### config.mk
export PLATFORM = sky130hd
export DESIGN_NAME = adc_acq_cntrs
export DESIGN_NICKNAME = d
export VERILOG_FILES = /design/src/rtl/adc_acq_pkg.sv /design/src/rtl/adc_acq_down_cntr.sv /design/src/rtl/adc_acq_cntrs.sv
export SDC_FILE = /design/constraint.sdc
export NUM_CORES = 1
export LEC_CHECK = 0
export BUFFER_PORTS_ARGS = -buffer_cell sky130_fd_sc_hd__buf_2
export CORE_MARGIN = 3
export CORE_UTILIZATION = 58
export CTS_BUF_LIST = sky130_fd_sc_hd__clkbuf_2
export DETAILED_ROUTE_END_ITERATION = 16
export PLACE_DENSITY = 0.91
export REMOVE_ABC_BUFFERS = 1
export SYNTH_ARGS = -nofsm -noshare
export SYNTH_HDL_FRONTEND = slang
export SYNTH_SLANG_ARGS = --single-unit
### constraint.sdc
create_clock -name clk -period 7.8 [get_ports clk]
set_clock_uncertainty 0.05 [all_clocks]
set_input_delay 1.56 -clock clk [delete_from_list [all_inputs] [get_ports clk]]
set_output_delay 1.56 -clock clk [all_outputs]
set_load 0.03 [all_outputs]
### src/rtl/adc_acq_pkg.sv
// Shared definitions for the ADC acquisition counter bank:
// fill-type encodings and the default counter widths.
package adc_acq_pkg;

    typedef enum logic [1:0] {
        FILL_READOUT = 2'b00,
        FILL_T1      = 2'b01,
        FILL_T2      = 2'b10,
        FILL_T3      = 2'b11
    } fill_type_e;

    localparam int DEF_BURST_W = 23;
    localparam int DEF_WFM_W   = 12;
    localparam int DEF_GAP_W   = 22;
    localparam int DEF_FILL_W  = 24;

endpackage

### src/rtl/adc_acq_down_cntr.sv
// Loadable down-counter that saturates at zero and reports a zero flag.
// A load on the same cycle as a decrement takes priority and the decrement is lost.
module adc_acq_down_cntr #(
    parameter int W = 8
) (
    input  logic         clk,
    input  logic         reset,
    input  logic [W-1:0] load_val,
    input  logic         init,
    input  logic         en,
    output logic         zero
);

    logic [W-1:0] count;

    // Count register: load wins over decrement, and the decrement stops at zero.
    always_ff @(posedge clk or posedge reset) begin
        if (reset) begin
            count <= '0;
        end else if (init) begin
            count <= load_val;
        end else if (en && (count != '0)) begin
            count <= count - W'(1);
        end
    end

    assign zero = (count == '0);

endmodule

### src/rtl/adc_acq_cntrs.sv
// Counter bank feeding the ADC acquisition state machine: per-fill size latch,
// burst/waveform/gap down-counters, fill and waveform numbering.
// Optional sticky error flag built only when ADC_ACQ_CNTR_ERR_EN is defined.
module adc_acq_cntrs
    import adc_acq_pkg::*;
#(
    parameter int BURST_W = DEF_BURST_W,
    parameter int WFM_W   = DEF_WFM_W,
    parameter int GAP_W   = DEF_GAP_W,
    parameter int FILL_W  = DEF_FILL_W
) (
    input  logic               clk,
    input  logic               reset,
    input  logic [1:0]         fill_type,
    input  logic               fill_type_mux_en,
    input  logic [BURST_W-1:0] burst_count1,
    input  logic [BURST_W-1:0] burst_count2,
    input  logic [BURST_W-1:0] burst_count3,
    input  logic [WFM_W-1:0]   wfm_count1,
    input  logic [WFM_W-1:0]   wfm_count2,
    input  logic [WFM_W-1:0]   wfm_count3,
    input  logic [GAP_W-1:0]   waveform_gap,
    input  logic               burst_cntr_init,
    input  logic               burst_cntr_en,
    input  logic               waveform_cntr_init,
    input  logic               waveform_cntr_en,
    input  logic               waveform_gap_cntr_init,
    input  logic               waveform_gap_cntr_en,
    input  logic               fill_cntr_en,
    output logic               burst_cntr_zero,
    output logic               last_waveform,
    output logic               waveform_gap_zero,
    output logic [1:0]         fill_type_latched,
    output logic [BURST_W-1:0] burst_size,
    output logic [WFM_W-1:0]   wfm_size,
    output logic [FILL_W-1:0]  fill_num,
    output logic [WFM_W-1:0]   wfm_num,
    output logic               cntr_err
);

    logic [BURST_W-1:0] sel_burst;
    logic [WFM_W-1:0]   sel_wfm;

    // Pick the size set for the requested fill type; readout fills reuse set 1,
    // and a zero size is forced to 1 so a fill always has at least one unit.
    always_comb begin
        sel_burst = burst_count1;
        sel_wfm   = wfm_count1;
        case (fill_type)
            FILL_T2: begin
                sel_burst = burst_count2;
                sel_wfm   = wfm_count2;
            end
            FILL_T3: begin
                sel_burst = burst_count3;
                sel_wfm   = wfm_count3;
            end
            default: begin
                sel_burst = burst_count1;
                sel_wfm   = wfm_count1;
            end
        endcase
        if (sel_burst == '0) begin
            sel_burst = BURST_W'(1);
        end
        if (sel_wfm == '0) begin
            sel_wfm = WFM_W'(1);
        end
    end

    // Size latch, captured once per fill before the counters are initialised.
    always_ff @(posedge clk or posedge reset) begin
        if (reset) begin
            fill_type_latched <= 2'b00;
            burst_size        <= '0;
            wfm_size          <= '0;
        end else if (fill_type_mux_en) begin
            fill_type_latched <= fill_type;
            burst_size        <= sel_burst;
            wfm_size          <= sel_wfm;
        end
    end

    adc_acq_down_cntr #(
        .W (BURST_W)
    ) u_burst_cntr (
        .clk      (clk),
        .reset    (reset),
        .load_val (burst_size),
        .init     (burst_cntr_init),
        .en       (burst_cntr_en),
        .zero     (burst_cntr_zero)
    );

    adc_acq_down_cntr #(
        .W (WFM_W)
    ) u_wfm_cntr (
        .clk      (clk),
        .reset    (reset),
        .load_val (wfm_size),
        .init     (waveform_cntr_init),
        .en       (waveform_cntr_en),
        .zero     (last_waveform)
    );

    adc_acq_down_cntr #(
        .W (GAP_W)
    ) u_gap_cntr (
        .clk      (clk),
        .reset    (reset),
        .load_val (waveform_gap),
        .init     (waveform_gap_cntr_init),
        .en       (waveform_gap_cntr_en),
        .zero     (waveform_gap_zero)
    );

    // Waveform index within the fill: restarts on init, counts up (wrapping) on each waveform.
    always_ff @(posedge clk or posedge reset) begin
        if (reset) begin
            wfm_num <= '0;
        end else if (waveform_cntr_init) begin
            wfm_num <= '0;
        end else if (waveform_cntr_en) begin
            wfm_num <= wfm_num + WFM_W'(1);
        end
    end

    // Completed-fill number, free-running with natural wrap.
    always_ff @(posedge clk or posedge reset) begin
        if (reset) begin
            fill_num <= '0;
        end else if (fill_cntr_en) begin
            fill_num <= fill_num + FILL_W'(1);
        end
    end

`ifdef ADC_ACQ_CNTR_ERR_EN
    logic err_event;
    logic err_q;

    // An error is a decrement request on an already-empty counter (a load on the
    // same cycle cancels the decrement, so it is not an error) or a fill-number wrap.
    always_comb begin
        err_event = 1'b0;
        if (burst_cntr_en && !burst_cntr_init && burst_cntr_zero) begin
            err_event = 1'b1;
        end
        if (waveform_cntr_en && !waveform_cntr_init && last_waveform) begin
            err_event = 1'b1;
        end
        if (waveform_gap_cntr_en && !waveform_gap_cntr_init && waveform_gap_zero) begin
            err_event = 1'b1;
        end
        if (fill_cntr_en && (fill_num == '1)) begin
            err_event = 1'b1;
        end
    end

    // Sticky error flag, cleared only by reset.
    always_ff @(posedge clk or posedge reset) begin
        if (reset) begin
            err_q <= 1'b0;
        end else if (err_event) begin
            err_q <= 1'b1;
        end
    end

    assign cntr_err = err_q;
`else
    assign cntr_err = 1'b0;
`endif

endmodule
# Word level (Yosys, flattened, before mapping)
# Index checks and enable logic that the tools add are counted.
[word_totals]
reg_bits = 130
in_bits = 139
out_inout_bits = 77
wordCells = 42
[op_classes]
n_addsub = 5
eq_ne = 2
mux = 12
n_reduce_logical = 15
[op_table]
columns = ["operator", "n"]
rows = [
  ["$mux 23", 3],
  ["$mux 12", 5],
  ["$logic_not 23->1", 2],
  ["$pmux 23 s2", 1],
  ["$mux 22", 2],
  ["$add 24x1->24 const B", 1],
  ["$logic_not 12->1", 2],
  ["$pmux 12 s2", 1],
  ["$reduce_bool 23->1", 1],
  ["$sub 23x1->23 const B", 1],
  ["$logic_not 22->1", 1],
  ["$reduce_bool 22->1", 1],
  ["$sub 22x1->22 const B", 1],
  ["$add 12x1->12 const B", 1],
  ["$reduce_bool 12->1", 1],
  ["$sub 12x1->12 const B", 1],
  ["$reduce_bool 2->1", 4],
  ["$eq 2x2->1 const B", 2],
  ["$logic_and 1x1->1", 3],
]

# Logic depth before layout (Yosys ltp)
# Gate-level depths: netlist of the first run.
[logic_depth]
depth_word = 4
ltp_mapped = 8
mapped_depth_nobuf = 7

# Cells and area by module
# From an unflattened synthesis of the first run, not the netlist that was laid out.
[unflattened]
hier_cells = 743
area_unflattened_um2 = 7320.8
[modules_own_cells]
columns = ["module", "n_inst", "cells_per_inst", "area_per_inst_um2", "seq_area_each_um2"]
rows = [
  ["adc_acq_cntrs", 1, 352, 3758.6, 1826.8],
  ["adc_acq_down_cntr (u_gap_cntr)", 1, 157, 1390.1, 550.5],
  ["adc_acq_down_cntr (u_burst_cntr)", 1, 152, 1380.1, 575.6],
  ["adc_acq_down_cntr (u_wfm_cntr)", 1, 82, 792.0, 300.3],
]

# Least setup slack after synthesis of the first run
# OpenSTA, ideal clock, no wires.
[synth_path]
path_kind = "register to output"
startpoint = "register u_burst_cntr.count[18]"
endpoint = "output burst_cntr_zero"
arrival_ps = 2095
required_ps = 6190
setup_slack_ps = 4095
stages_incl_launch_ff = 6
path_buffers = 2
cell_sequence = "dfrtp_1 or4_1 or3b_1 clkbuf_1 buf_2 nor2_1"
[synth_via]
elab_chain_cells = 1
[synth_rtl]
columns = ["element", "line", "rtl"]
rows = [
  ["start: declaration", "adc_acq_down_cntr.sv:14", "logic [W-1:0] count;"],
  ["start signal: assignment", "adc_acq_down_cntr.sv:21", "count <= load_val;"],
  ["start signal: assignment", "adc_acq_down_cntr.sv:23", "count <= count - W'(1);"],
  ["$logic_not 23->1", "adc_acq_down_cntr.sv:27", "assign zero = (count == '0);"],
  ["end: declaration", "adc_acq_cntrs.sv:30", "output logic burst_cntr_zero,"],
]
# No other way between the ends.

# Final worst setup path of the first run
[layout_path]
startpoint = "register u_burst_cntr.count[11]"
endpoint = "output burst_cntr_zero"
# Same word-level chain as after synthesis.

==> impl_results.md, run 1 <==
* Detailed-route DRC error count at 0
* WHS at 0.4543 ns
* Hold-fix buffers, CTS at 0
* Worst Path Arrival at 2.92 ns
* Hold Crit Start: fill_num[23]
* # fillers at 873
* Drt pass-1 iters at 5
* Psw at 0.0005974 W
* Hold crit path type: flop to flop
* Post-synthesis cell count at 725
* Sequential-to-total area share from yosys stat at 45.56%
* Post-synthesis compound-gate area fraction at 9.427%
* RSZ-0062 raised after global routing: no
* WS Path Type: flop to output port
* Total Die Area at 13680 um2
* Vias in the first global route at 5792
* Final Hold Fails at 0
* Clk root buf: clkbuf_2
* Vias at 6156
* Period utilisation layout at 58.14%
* Post-Syn Area per Cell at 9.849 um2
* I/O Buffers at 214
* Final Slew Violations at 0
* Seq pwr share at 51.0%
* EDFF count, synth at 0
* Tightest Pin Transition at 1.051 ns
* Yosys top cell by area: dfrtp_1
* Ant. Diodes at 0
* CP Max Fanout at 21
* Total track usage at 25.42%
* CTS sink count at 130
* CORE AREA at 11710 um2
* Netlist cell types at 49
* Max-capacitance violation count at 0
* Fin Setup TNS at 0 ns
* Minimum clock period after layout at 4.535 ns
* Synth warn at 0
* Synth area leaders: dfrtp_1, mux2_2, xnor2_1
* Length in cells of the worst reg-to-reg path at 5
* Rows at 39
* Slew margin rel. at 29.94%
* Crit start category: flop
* Number of H-tree levels at 4
* CTS tree: done
* Sequential Area at 3253 um2
* FF+latch count, synth at 130
* Fin nets at 1068
* WP data required at 6.19 ns
* Initial antenna violation count at 0
* Synth Cell Area at 7141 um2
* Initial Utilization at 60.97%
* Detailed Route Iter0 Violations at 416
* Reg-to-reg critical path endpoint: u_burst_cntr.count[1]
* Vias/cell at 5.705
* Setup WS post-layout at 3.265 ns
* Final setup violation count at 0
* Post-Synth Adder-Cell Area at 1.051%
* Wirelength per Cell at 15.78 um
* Layout cells sized above 1 at 32.80%
* Comb pwr share at 25.4%
* Max VDD drop at 0.2214 mV
* Reg2Reg Setup Slack at 4.86 ns
* Detail Route Antenna Nets at 0
* Latest clock arrival within the worst-skew pair at 0.68 ns
* Status: completed
* Pwr dens at 197.7 nW/um2
* Fmax at 0.2205 GHz
* First-pass GRT wire length at 27570 um
* Crit. End Element: output port
* Die height at 117.0 um
* Largest net degree at the start of global routing at 74
* Hold path cells at 1
* Setup Buffers After CTS at 0
* Largest family of logic cells by synthesized area: simple AND/OR/NAND/NOR gates
* Pleak at 3.880 nW
* Cell internal pwr at 0.001080 W
* GPL Wtd Cong at 0.8396
* Xor-xnor portion of the synthesized cell area at 9.445%
* PostCTS Resize Cnt at 0
* Most used DFF post-synth: dfrtp_1
* Async SR Flop Fraction at 100.0%
* Pre-CTS WS at 3.813 ns
* Most frequent cell after synthesis: dfrtp_1
* Clk pwr share at 23.6%
* WHS Endpoint: fill_num[23]
* FF-to-FF Start: u_burst_cntr.count[11]
* Yosys top cell area share at 45.56%
* Total global routing overflow at 0
* Area grow syn2layout at 18.80%
* Total wire length at 17020 um
* Post-synthesis simple-gate area fraction at 17.98%
* Clk buf depth at 2
* HPWL after detailed placement at 12820 um
* Net Sw Frac at 35.63%
* Area occupied by multi-input gates at 3687 um2
* Top cells by count, synth: dfrtp_1, nor2_1, nand2_1
* Mux cell area share after synthesis at 13.68%
* Die Span X at 117.0 um
* IO Pins at 216
* CTS Buf Count at 17
* Clock Pin Slew Worst Setup and Hold Paths at 0.19 ns
==> power groups by stage <==
stage | Clock (W) | Combinational (W) | Sequential, W
2_1_floorplan | 0 | 0.000195 | 0.000933
3_3_place_gp | 0 | 0.000415 | 0.000860
3_5_place_dp | 0 | 0.000428 | 0.000865
4_1_cts | 0.000403 | 0.000429 | 0.000853
5_1_grt | 0.000439 | 0.000471 | 0.000869
6_report | 0.000396 | 0.000426 | 0.000856
==> cells by family after synthesis <==
family / Yosys count
simple gates: 251
flops: 130
compound gates: 119
mux: 91
xor+xnor: 77
buf+inv: 50
fa+ha+maj: 6
other cells: 1
==> cells in the final DEF, fill, tap and decap left out, types with 7 or more instances in the layout <==
| cell type | netlist | final |
|---|---|---|
| xor2_1 | 30 | 30 |
| clkbuf_2 | 0 | 17 |
| nand2b_1 | 7 | 7 |
| dfrtp_1 | 130 | 130 |
| or4_1 | 7 | 7 |
| mux2_2 | 53 | 53 |
| nand3_1 | 10 | 10 |
| buf_2 | 1 | 214 |
| mux2i_1 | 38 | 38 |
| nand2_1 | 56 | 56 |
| nor3_1 | 21 | 21 |
| nor2_1 | 69 | 69 |
| nor4_1 | 29 | 29 |
| a21oi_1 | 41 | 41 |
| nand4_1 | 18 | 18 |
| inv_1 | 13 | 12 |
| xnor2_1 | 47 | 47 |
| o21ai_0 | 53 | 53 |
==> worst max-delay path, cell delays in order (launching register included) <==
cell	delay, ns
dfrtp_1	0.48
nor4_1	0.49
nand4_1	0.73
nor2_1	0.31
buf_2	0.24
==> cell type report <==
| class | count | share of cell area, % |
|---|---|---|
| multi-input combinational | 545 | 43.47 |
| sequential | 130 | 38.35 |
| timing repair buffer | 216 | 12.80 |
| tap | 143 | 2.109 |
| clock inverter | 15 | 1.667 |
| clock buffer | 17 | 1.003 |
| inverter | 13 | 0.6047 |
==> sequential cells by signal, summed over array words and instances, names as in the netlist <==
name / cells
fill_type_latched: 2
u_gap_cntr.count: 22
burst_size: 23
u_burst_cntr.count: 23
wfm_num: 12
fill_num: 24
u_wfm_cntr.count: 12
wfm_size: 12
==> worst max-delay path by stage <==
| stage | startpoint | end | cells after the start |
|---|---|---|---|
| 2_1_floorplan | reset | burst_size[0] | 1 |
| 3_3_place_gp | fill_type[0] | burst_size[0] | 6 |
| 3_5_place_dp | fill_type[0] | burst_size[0] | 6 |
| 4_1_cts | u_burst_cntr.count[11] | burst_cntr_zero | 4 |
| 5_1_grt | u_burst_cntr.count[11] | burst_cntr_zero | 4 |
| 6_report | u_burst_cntr.count[11] | burst_cntr_zero | 4 |
==> layer usage <==
metal	global-route usage (%)	vias up	wire length, um
li1	-	2997	-
met1	32.56	2930	7253
met2	44.18	208	8676
met3	6.067	21	932
met4	5.428	0	162
met5	0	-	0
==> per-stage QoR <==
step | util [%] | instance area (um2) | total power [W] | instances
after floorplan | - | 6989 | 0.001129 | 688
after global placement | 70.50 | 8257 | 0.001275 | 1047
after detailed placement | 70.50 | 8257 | 0.001293 | 1047
after CTS | 72.44 | 8483 | 0.001686 | 1079
after global routing | 72.44 | 8483 | 0.001778 | 1079
final | 72.44 | 8483 | 0.001677 | 1079
No activity file was read; power rests on OpenSTA's default activity.
==> run 2: changes to the inputs <==
--- a/config.mk
+++ b/config.mk
@@ -7,10 +7,10 @@
 export LEC_CHECK = 0
 export BUFFER_PORTS_ARGS = -buffer_cell sky130_fd_sc_hd__buf_2
 export CORE_MARGIN = 3
-export CORE_UTILIZATION = 58
+export CORE_UTILIZATION = 49
 export CTS_BUF_LIST = sky130_fd_sc_hd__clkbuf_2
 export DETAILED_ROUTE_END_ITERATION = 16
-export PLACE_DENSITY = 0.91
+export PLACE_DENSITY = 0.82
 export REMOVE_ABC_BUFFERS = 1
 export SYNTH_ARGS = -nofsm -noshare
 export SYNTH_HDL_FRONTEND = slang
==> constraint.sdc (replaced) <==
create_clock -name clk -period 4.1 [get_ports clk]
set_clock_uncertainty 0.05 [all_clocks]
set_input_delay 0.82 -clock clk [delete_from_list [all_inputs] [get_ports clk]]
set_output_delay 0.82 -clock clk [all_outputs]
set_load 0.03 [all_outputs]
==> run 2 against run 1 <==
Net effect: utilization is 11 points lower; non-clock buffer count is 4 higher; die area is 17% higher; power is 98% higher; clock power is 120% higher; setup slack worse by 2.9 ns; largest cell class unchanged.
==> impl_results.md, run 2 (same netlist as run 1, synthesis figures left out) <==
* Placed cell count at 1088 (+3.9%)
* Detailed-route DRC error count at 0 (unchanged)
* Post-Layout Cell Count at 1120 (+3.8%)
* Minimum clock period after layout at 3.715 ns
* Initial antenna violation count at 0 (unchanged)
* I/O Buffers at 214 (unchanged)
* CORE AREA at 14040 um2 (+20%)
* CTS Buf Count at 17 (unchanged)
* Number of H-tree levels at 4 (unchanged)
* Slew margin rel. at 41.66% (+12 points)
* Wirelength per Cell at 15.44 um (-2.1%)
* Crit start category: flop
* Max-capacitance violation count at 0 (unchanged)
* Pwr dens at 384.3 nW/um2 (+94%)
* FF-to-FF Start: u_burst_cntr.count[18]
* GPL Wtd Cong at 0.8974 (+6.9%)
* RSZ-0062 raised after global routing: no
* Hold crit path type: input pin to async pin
* Worst Path Arrival at 2.84 ns (-0.08 ns)
* Setup Buffers After CTS at 0 (unchanged)
* Layout cells sized above 1 at 33.30% (+0.50 points)
* Rows at 43 (+10%)
* Highest-count cells in the layout ignoring fill and taps: buf_2, dfrtp_1, nor2_1, nand2_1
* Initial Utilization at 50.85% (-10 points)
* Largest Register: fill_num
* Detailed Route Iter0 Violations at 458 (+10%)
* Latest clock arrival within the worst-skew pair at 0.68 ns (about the same)
* Clk buf depth at 2 (unchanged)
* Hold-fix buffers, CTS at 0 (unchanged)
* Length in cells of the worst reg-to-reg path at 5 (unchanged)
* Final Slew Violations at 0 (unchanged)
* WP data required at 3.23 ns (-2.96 ns)
* Area grow syn2layout at 20.75%
* Tightest Pin Transition at 0.8751 ns (-0.1757 ns)
* Drt pass-1 iters at 5 (unchanged)
* HPWL after detailed placement at 12760 um (-0.46%)
* Vias/cell at 5.524 (-3.2%)
* Fin nets at 1072 (+0.37%)
* Detail Route Antenna Nets at 0 (unchanged)
* Critical path, cell by cell: or4_1 > or3b_1 > nor2_1 > buf_2
* Slowest stage cell, crit path: or3b_1
* CP peak stage delay at 0.66 ns (-0.07 ns)
* Total Die Area at 16060 um2 (+17%)
* Largest registers: fill_num x24, burst_size x23, u_burst_cntr.count x23
* Largest net degree at the start of global routing at 51 (-31%)
* Ant. Diodes at 0 (unchanged)
* CP Max Fanout at 19 (-9.5%)
* Fmax at 0.2692 GHz
* Die height at 126.7 um (+8.3%)
* Max VDD drop at 0.3489 mV (+58%)
* First-pass GRT wire length at 28540 um (+3.5%)
* Cell area after layout at 8622 um2 (+1.6%)
* Reg2Reg Setup Slack at 1.30 ns (-3.56 ns)
* Status: completed
* CTS sink count at 130 (unchanged)
* IO Pins at 216 (unchanged)
* Placement Cell Area at 8346 um2 (+1.1%)
* # fillers at 1211 (+39%)
* Crit. End Element: output port
* Vias at 6187 (+0.50%)
* Clk root buf: clkbuf_2
* Total global routing overflow at 0 (unchanged)
* Reg-to-reg critical path endpoint: u_burst_cntr.count[1]
* CP delay by family, top: simple AND/OR/NAND/NOR gates
* Pleak at 3.931 nW (+1.3%)
* Die Span X at 126.7 um (+8.3%)
* Vias in the first global route at 5943 (+2.6%)
* Total track usage at 21.67% (-3.7 points)
* Final setup violation count at 0 (unchanged)
* Max reg flops at 24 (unchanged)
* Worst Path Buf+Inv at 1 (unchanged)
* Clock Pin Slew Worst Setup and Hold Paths at 0.21 ns (+0.02 ns)
* Total wire length at 17300 um (+1.6%)
* WP depth at 4 (unchanged)
* CTS tree: done
* WS Path Type: flop to output port
* Commonest non-fill, non-tap cell in the layout: buf_2
* Final Hold Fails at 0 (unchanged)
* Period utilisation layout at 90.60%
* PostCTS Resize Cnt at 0 (unchanged)
run 2: cell types whose count changed in the layout (fill, tap and decap cells not counted):
cell,before,now
buf_4,2,5
bufinv_16,2,4
clkinv_1,4,2
clkinv_4,1,3
inv_6,2,0
buf_12,0,1
clkinv_2,2,3
clkinvlp_4,4,3
run 2: metrics by stage:
stage / setup slack (ns) / TNS [ns] / utilization (%) / total power (W) / hold slack [ns]
after floorplan: -0.2393 / -31.11 / - / 0.002147 / 0.4763
after global placement: 1.196 / 0 / 59.43 / 0.002438 / 0.4057
after detailed placement: 1.096 / 0 / 59.43 / 0.002462 / 0.4153
after CTS: 0.3044 / 0 / 61.40 / 0.003347 / 0.08128
after global routing: 0.1644 / 0 / 61.40 / 0.003511 / 0.06265
final: 0.3852 / 0 / 61.40 / 0.003313 / 0.1345
run 2: cell type report:
cell class	instances	area, um2	share of cell area (%)
clock inverters	15	191.4	2.220
flip-flops and latches	130	3253	37.73
multi-input cells	545	3687	42.77
repair buffers	220	1129	13.09
clock buffers	17	85.08	0.9868
inverters	13	51.30	0.5950
well taps	180	225.2	2.612
run 2: metal layers:
metal	global-route usage (%)	wire, um	part of all wire (%)
met3	5.347	1085	6.3
met5	0	0	0
met4	5.552	189	1.1
met2	35.68	8466	49
met1	28.88	7556	44
run 2: how the worst max path moves through the flow:
stage                                start               to  slack, ns
floorplan                            reset    burst_size[0]      -0.24
global placement    u_burst_cntr.count[18]  burst_cntr_zero       1.20
detailed placement            fill_type[0]      wfm_size[0]       1.10
CTS                 u_burst_cntr.count[18]  burst_cntr_zero       0.30
global route        u_burst_cntr.count[18]  burst_cntr_zero       0.16
finish              u_burst_cntr.count[18]  burst_cntr_zero       0.39
run 2: power by group:
part	total, W	internal (W)	switching, W	leakage [nW]
Clock	0.000875	0.000395	0.000480	0.155
Sequential	0.00162	0.00145	0.000178	1.58
Combinational	0.000813	0.000338	0.000475	2.20
Total	0.00331	0.00218	0.00113	3.93
==> run 3: changes to the inputs <==
--- a/config.mk
+++ b/config.mk
@@ -5,12 +5,13 @@
 export SDC_FILE = /design/constraint.sdc
 export NUM_CORES = 1
 export LEC_CHECK = 0
+export ABC_AREA = 1
 export BUFFER_PORTS_ARGS = -buffer_cell sky130_fd_sc_hd__buf_2
 export CORE_MARGIN = 3
-export CORE_UTILIZATION = 49
+export CORE_UTILIZATION = 50
 export CTS_BUF_LIST = sky130_fd_sc_hd__clkbuf_2
 export DETAILED_ROUTE_END_ITERATION = 16
-export PLACE_DENSITY = 0.82
+export PLACE_DENSITY = 0.81
 export REMOVE_ABC_BUFFERS = 1
 export SYNTH_ARGS = -nofsm -noshare
 export SYNTH_HDL_FRONTEND = slang
==> run 3 against run 2 <==
Net effect: via count up 33%; critical path depth increased by 3; cell count is 40% higher; register-to-register slack gained 0.59 ns; critical path type unchanged.
==> impl_results.md, run 3 <==
* Status: completed
* Total track usage at 25.30% (+3.6 points)
* CTS sink count at 130 (unchanged)
* Rows at 46 (+7.0%)
* Final Hold Fails at 0 (unchanged)
* Final Power at 0.003632 W (+9.6%)
* Wirelength per Cell at 14.70 um (-4.8%)
* Synth warn at 0 (unchanged)
* Fin nets at 1480 (+38%)
* Post-synthesis cell count at 1138 (+57%)
* HPWL after detailed placement at 17560 um (+38%)
* Highest-count cells in the layout ignoring fill and taps: nand2_1, buf_2, nor2_1, inv_1
* RSZ-0062 raised after global routing: no
* CTS tree: done
* WP data required at 3.23 ns (about the same)
* Crit. End Element: output port
* Net Sw Frac at 37.47% (+3.2 points)
* Length in cells of the worst reg-to-reg path at 10 (+5)
* Async SR Flop Fraction at 100.0% (unchanged)
* Period utilisation layout at 81.82% (-8.8 points)
* Netlist cell types at 44 (-10%)
* Worst Path Arrival at 2.48 ns (-0.36 ns)
* WHS at 0.1130 ns (-0.02149 ns)
* Detail Route Antenna Nets at 0 (unchanged)
* Setup crit start: u_burst_cntr.count[0]
* Most frequent cell after synthesis: nand2_1
* Seq pwr share at 44.7% (-4.3 points)
* Initial Utilization at 51.42% (+0.57 points)
* Post-Layout Cell Count at 1568 (+40%)
* IO Pins at 216 (unchanged)
* PostCTS Resize Cnt at 0 (unchanged)
* Synth area leaders: dfrtp_1, nand2_1, nand3_1
* Vias in the first global route at 7656 (+29%)
* Vias at 8255 (+33%)
* Placed cell count at 1532 (+41%)
* Pleak at 5.084 nW (+29%)
* Number of H-tree levels at 4 (unchanged)
* Layout cells sized above 1 at 23.44% (-9.9 points)
* Reg2Reg Setup Slack at 1.89 ns (+0.59 ns)
* Cell area after layout at 9697 um2 (+12%)
* Sequential-to-total area share from yosys stat at 39.54% (-6.0 points)
* Yosys top cell by area: dfrtp_1
* Largest net degree at the start of global routing at 77 (+51%)
* Reg-to-reg critical path endpoint: u_burst_cntr.count[7]
* Detailed-route DRC error count at 0 (unchanged)
* Max-capacitance violation count at 0 (unchanged)
* Initial antenna violation count at 6 (+6)
* Comb pwr share at 28.7% (+4.2 points)
* Clk root buf: clkbuf_2
* Critical Path End: burst_cntr_zero
* Max reg flops at 24 (unchanged)
* Final Slew Violations at 0 (unchanged)
* Die Span X at 134.3 um (+6.0%)
* Clk buf depth at 2 (unchanged)
* FF-to-FF Start: u_burst_cntr.count[0]
* CORE AREA at 16000 um2 (+14%)
* Largest registers: fill_num x24, burst_size x23, u_burst_cntr.count x23
* Synth Cell Area at 8228 um2 (+15%)
* Commonest non-fill, non-tap cell in the layout: nand2_1
* Detailed Route Iter0 Violations at 525 (+15%)
* Setup WS post-layout at 0.7454 ns (+0.3601 ns)
* Most used DFF post-synth: dfrtp_1
* Top cells by count, synth: nand2_1, nor2_1, inv_1
* Placement Cell Area at 9383 um2 (+12%)
* Fmax at 0.2981 GHz (+11%)
* Hold crit path type: input pin to async pin
* Total wire length at 23050 um (+33%)
* Post-Syn Area per Cell at 7.230 um2 (-27%)
* Pwr dens at 374.6 nW/um2 (-2.5%)
* FF+latch count, synth at 130 (unchanged)
* Slew margin rel. at 28.14% (-14 points)
* # fillers at 1538 (+27%)
* Largest Register: fill_num
* GPL Wtd Cong at 0.9699 (+8.1%)
* Final setup violation count at 0 (unchanged)
* Total Die Area at 18030 um2 (+12%)
* Yosys top cell area share at 39.54% (-6.0 points)
* Pre-CTS WS at 1.250 ns (+0.1536 ns)
* Vias/cell at 5.265 (-4.7%)
* Latest clock arrival within the worst-skew pair at 0.73 ns (+0.05 ns)
* Max VDD drop at 0.3079 mV (-12%)
* WS Path Type: flop to output port
* Setup Buffers After CTS at 0 (unchanged)
* Die height at 134.3 um (+6.0%)
* Psw at 0.001361 W (+20%)
* Tightest Pin Transition at 1.078 ns (+0.2028 ns)
* Crit start category: flop
* Minimum clock period after layout at 3.355 ns (-0.3601 ns)
* Clk pwr share at 26.6% (+0.2 points)
* EDFF count, synth at 0 (unchanged)
* Clock Pin Slew Worst Setup and Hold Paths at 0.21 ns (about the same)
* CP Max Fanout at 5 (-14)
* CTS Buf Count at 17 (unchanged)
* Area grow syn2layout at 17.85%
* First-pass GRT wire length at 36910 um (+29%)
* I/O Buffers at 214 (unchanged)
* Drt pass-1 iters at 5 (unchanged)
* Cell internal pwr at 0.002271 W (+4.2%)
* Total global routing overflow at 0 (unchanged)
* Hold-fix buffers, CTS at 0 (unchanged)
[run 3: power by group through the flow]
stage / clock network (W) / registers [W] / logic (W)
final: 0.000967 / 0.00162 / 0.00104
after global routing: 0.00105 / 0.00165 / 0.00116
after CTS: 0.000987 / 0.00162 / 0.00105
after detailed placement: 0 / 0.00164 / 0.00104
after global placement: 0 / 0.00164 / 0.00101
after floorplan: 0 / 0.00177 / 0.000549
[run 3: kinds of logic after synthesis]
kind of cell | share of synthesized area (%)
buffers and inverters | 9.535
other | 0.04558
and+or+nand+nor | 35.17
muxes | 2.935
adders and majority gates | 0.9124
DFF | 39.54
AOI/OAI and AO/OA | 7.710
xor gates and xnor gates | 4.151
[run 3: worst min path at each step]
stage                                start                endpoint  slack [ns]  depth (start not counted)
finish                               reset            fill_num[16]        0.11                          2
CTS                                  reset            fill_num[16]        0.09                          2
detailed placement            fill_num[23]            fill_num[23]        0.43                          1
global placement              fill_num[23]            fill_num[23]        0.41                          1
global route                         reset            fill_num[16]         0.1                          2
floorplan           u_burst_cntr.count[22]  u_burst_cntr.count[22]        0.42                          2
[run 3: worst max-delay path, cell delays in order, from the launching register on]
cell and delay (ns):
dfrtp_1 0.40, inv_1 0.11, ha_1 0.21, inv_1 0.06, nor2_1 0.31, nand4_1 0.21, nor4_1 0.23, buf_2 0.25
[run 3: cell type report]
type | instances | area, um2 | area share [%]
antenna | 4 | 10.01 | 0.1032
clock inverter | 13 | 209.0 | 2.155
sequential | 130 | 3253 | 33.55
timing repair buffer | 217 | 1106 | 11.41
inverter | 148 | 563.0 | 5.806
multi-input combinational | 821 | 4190 | 43.21
tap | 216 | 270.3 | 2.787
clock buffer | 19 | 95.09 | 0.9806
[run 3: metrics by stage]
stage / setup TNS, ns / util, %
3_3_place_gp: 0 / 58.64
5_1_grt: 0 / 60.60
2_1_floorplan: -31.11 / -
4_1_cts: 0 / 60.54
3_5_place_dp: 0 / 58.64
6_report: 0 / 60.60
[run 3: layer usage]
layer	global-route usage, %	part of all wire [%]	wire length (um)	vias to the layer above
met2	41.51	49	11180	312
met1	33.35	41	9554	3840
li1	-	-	-	4045
met3	4.839	7.0	1606	54
met4	9.615	3.0	682	4
met5	0	0.12	27	-
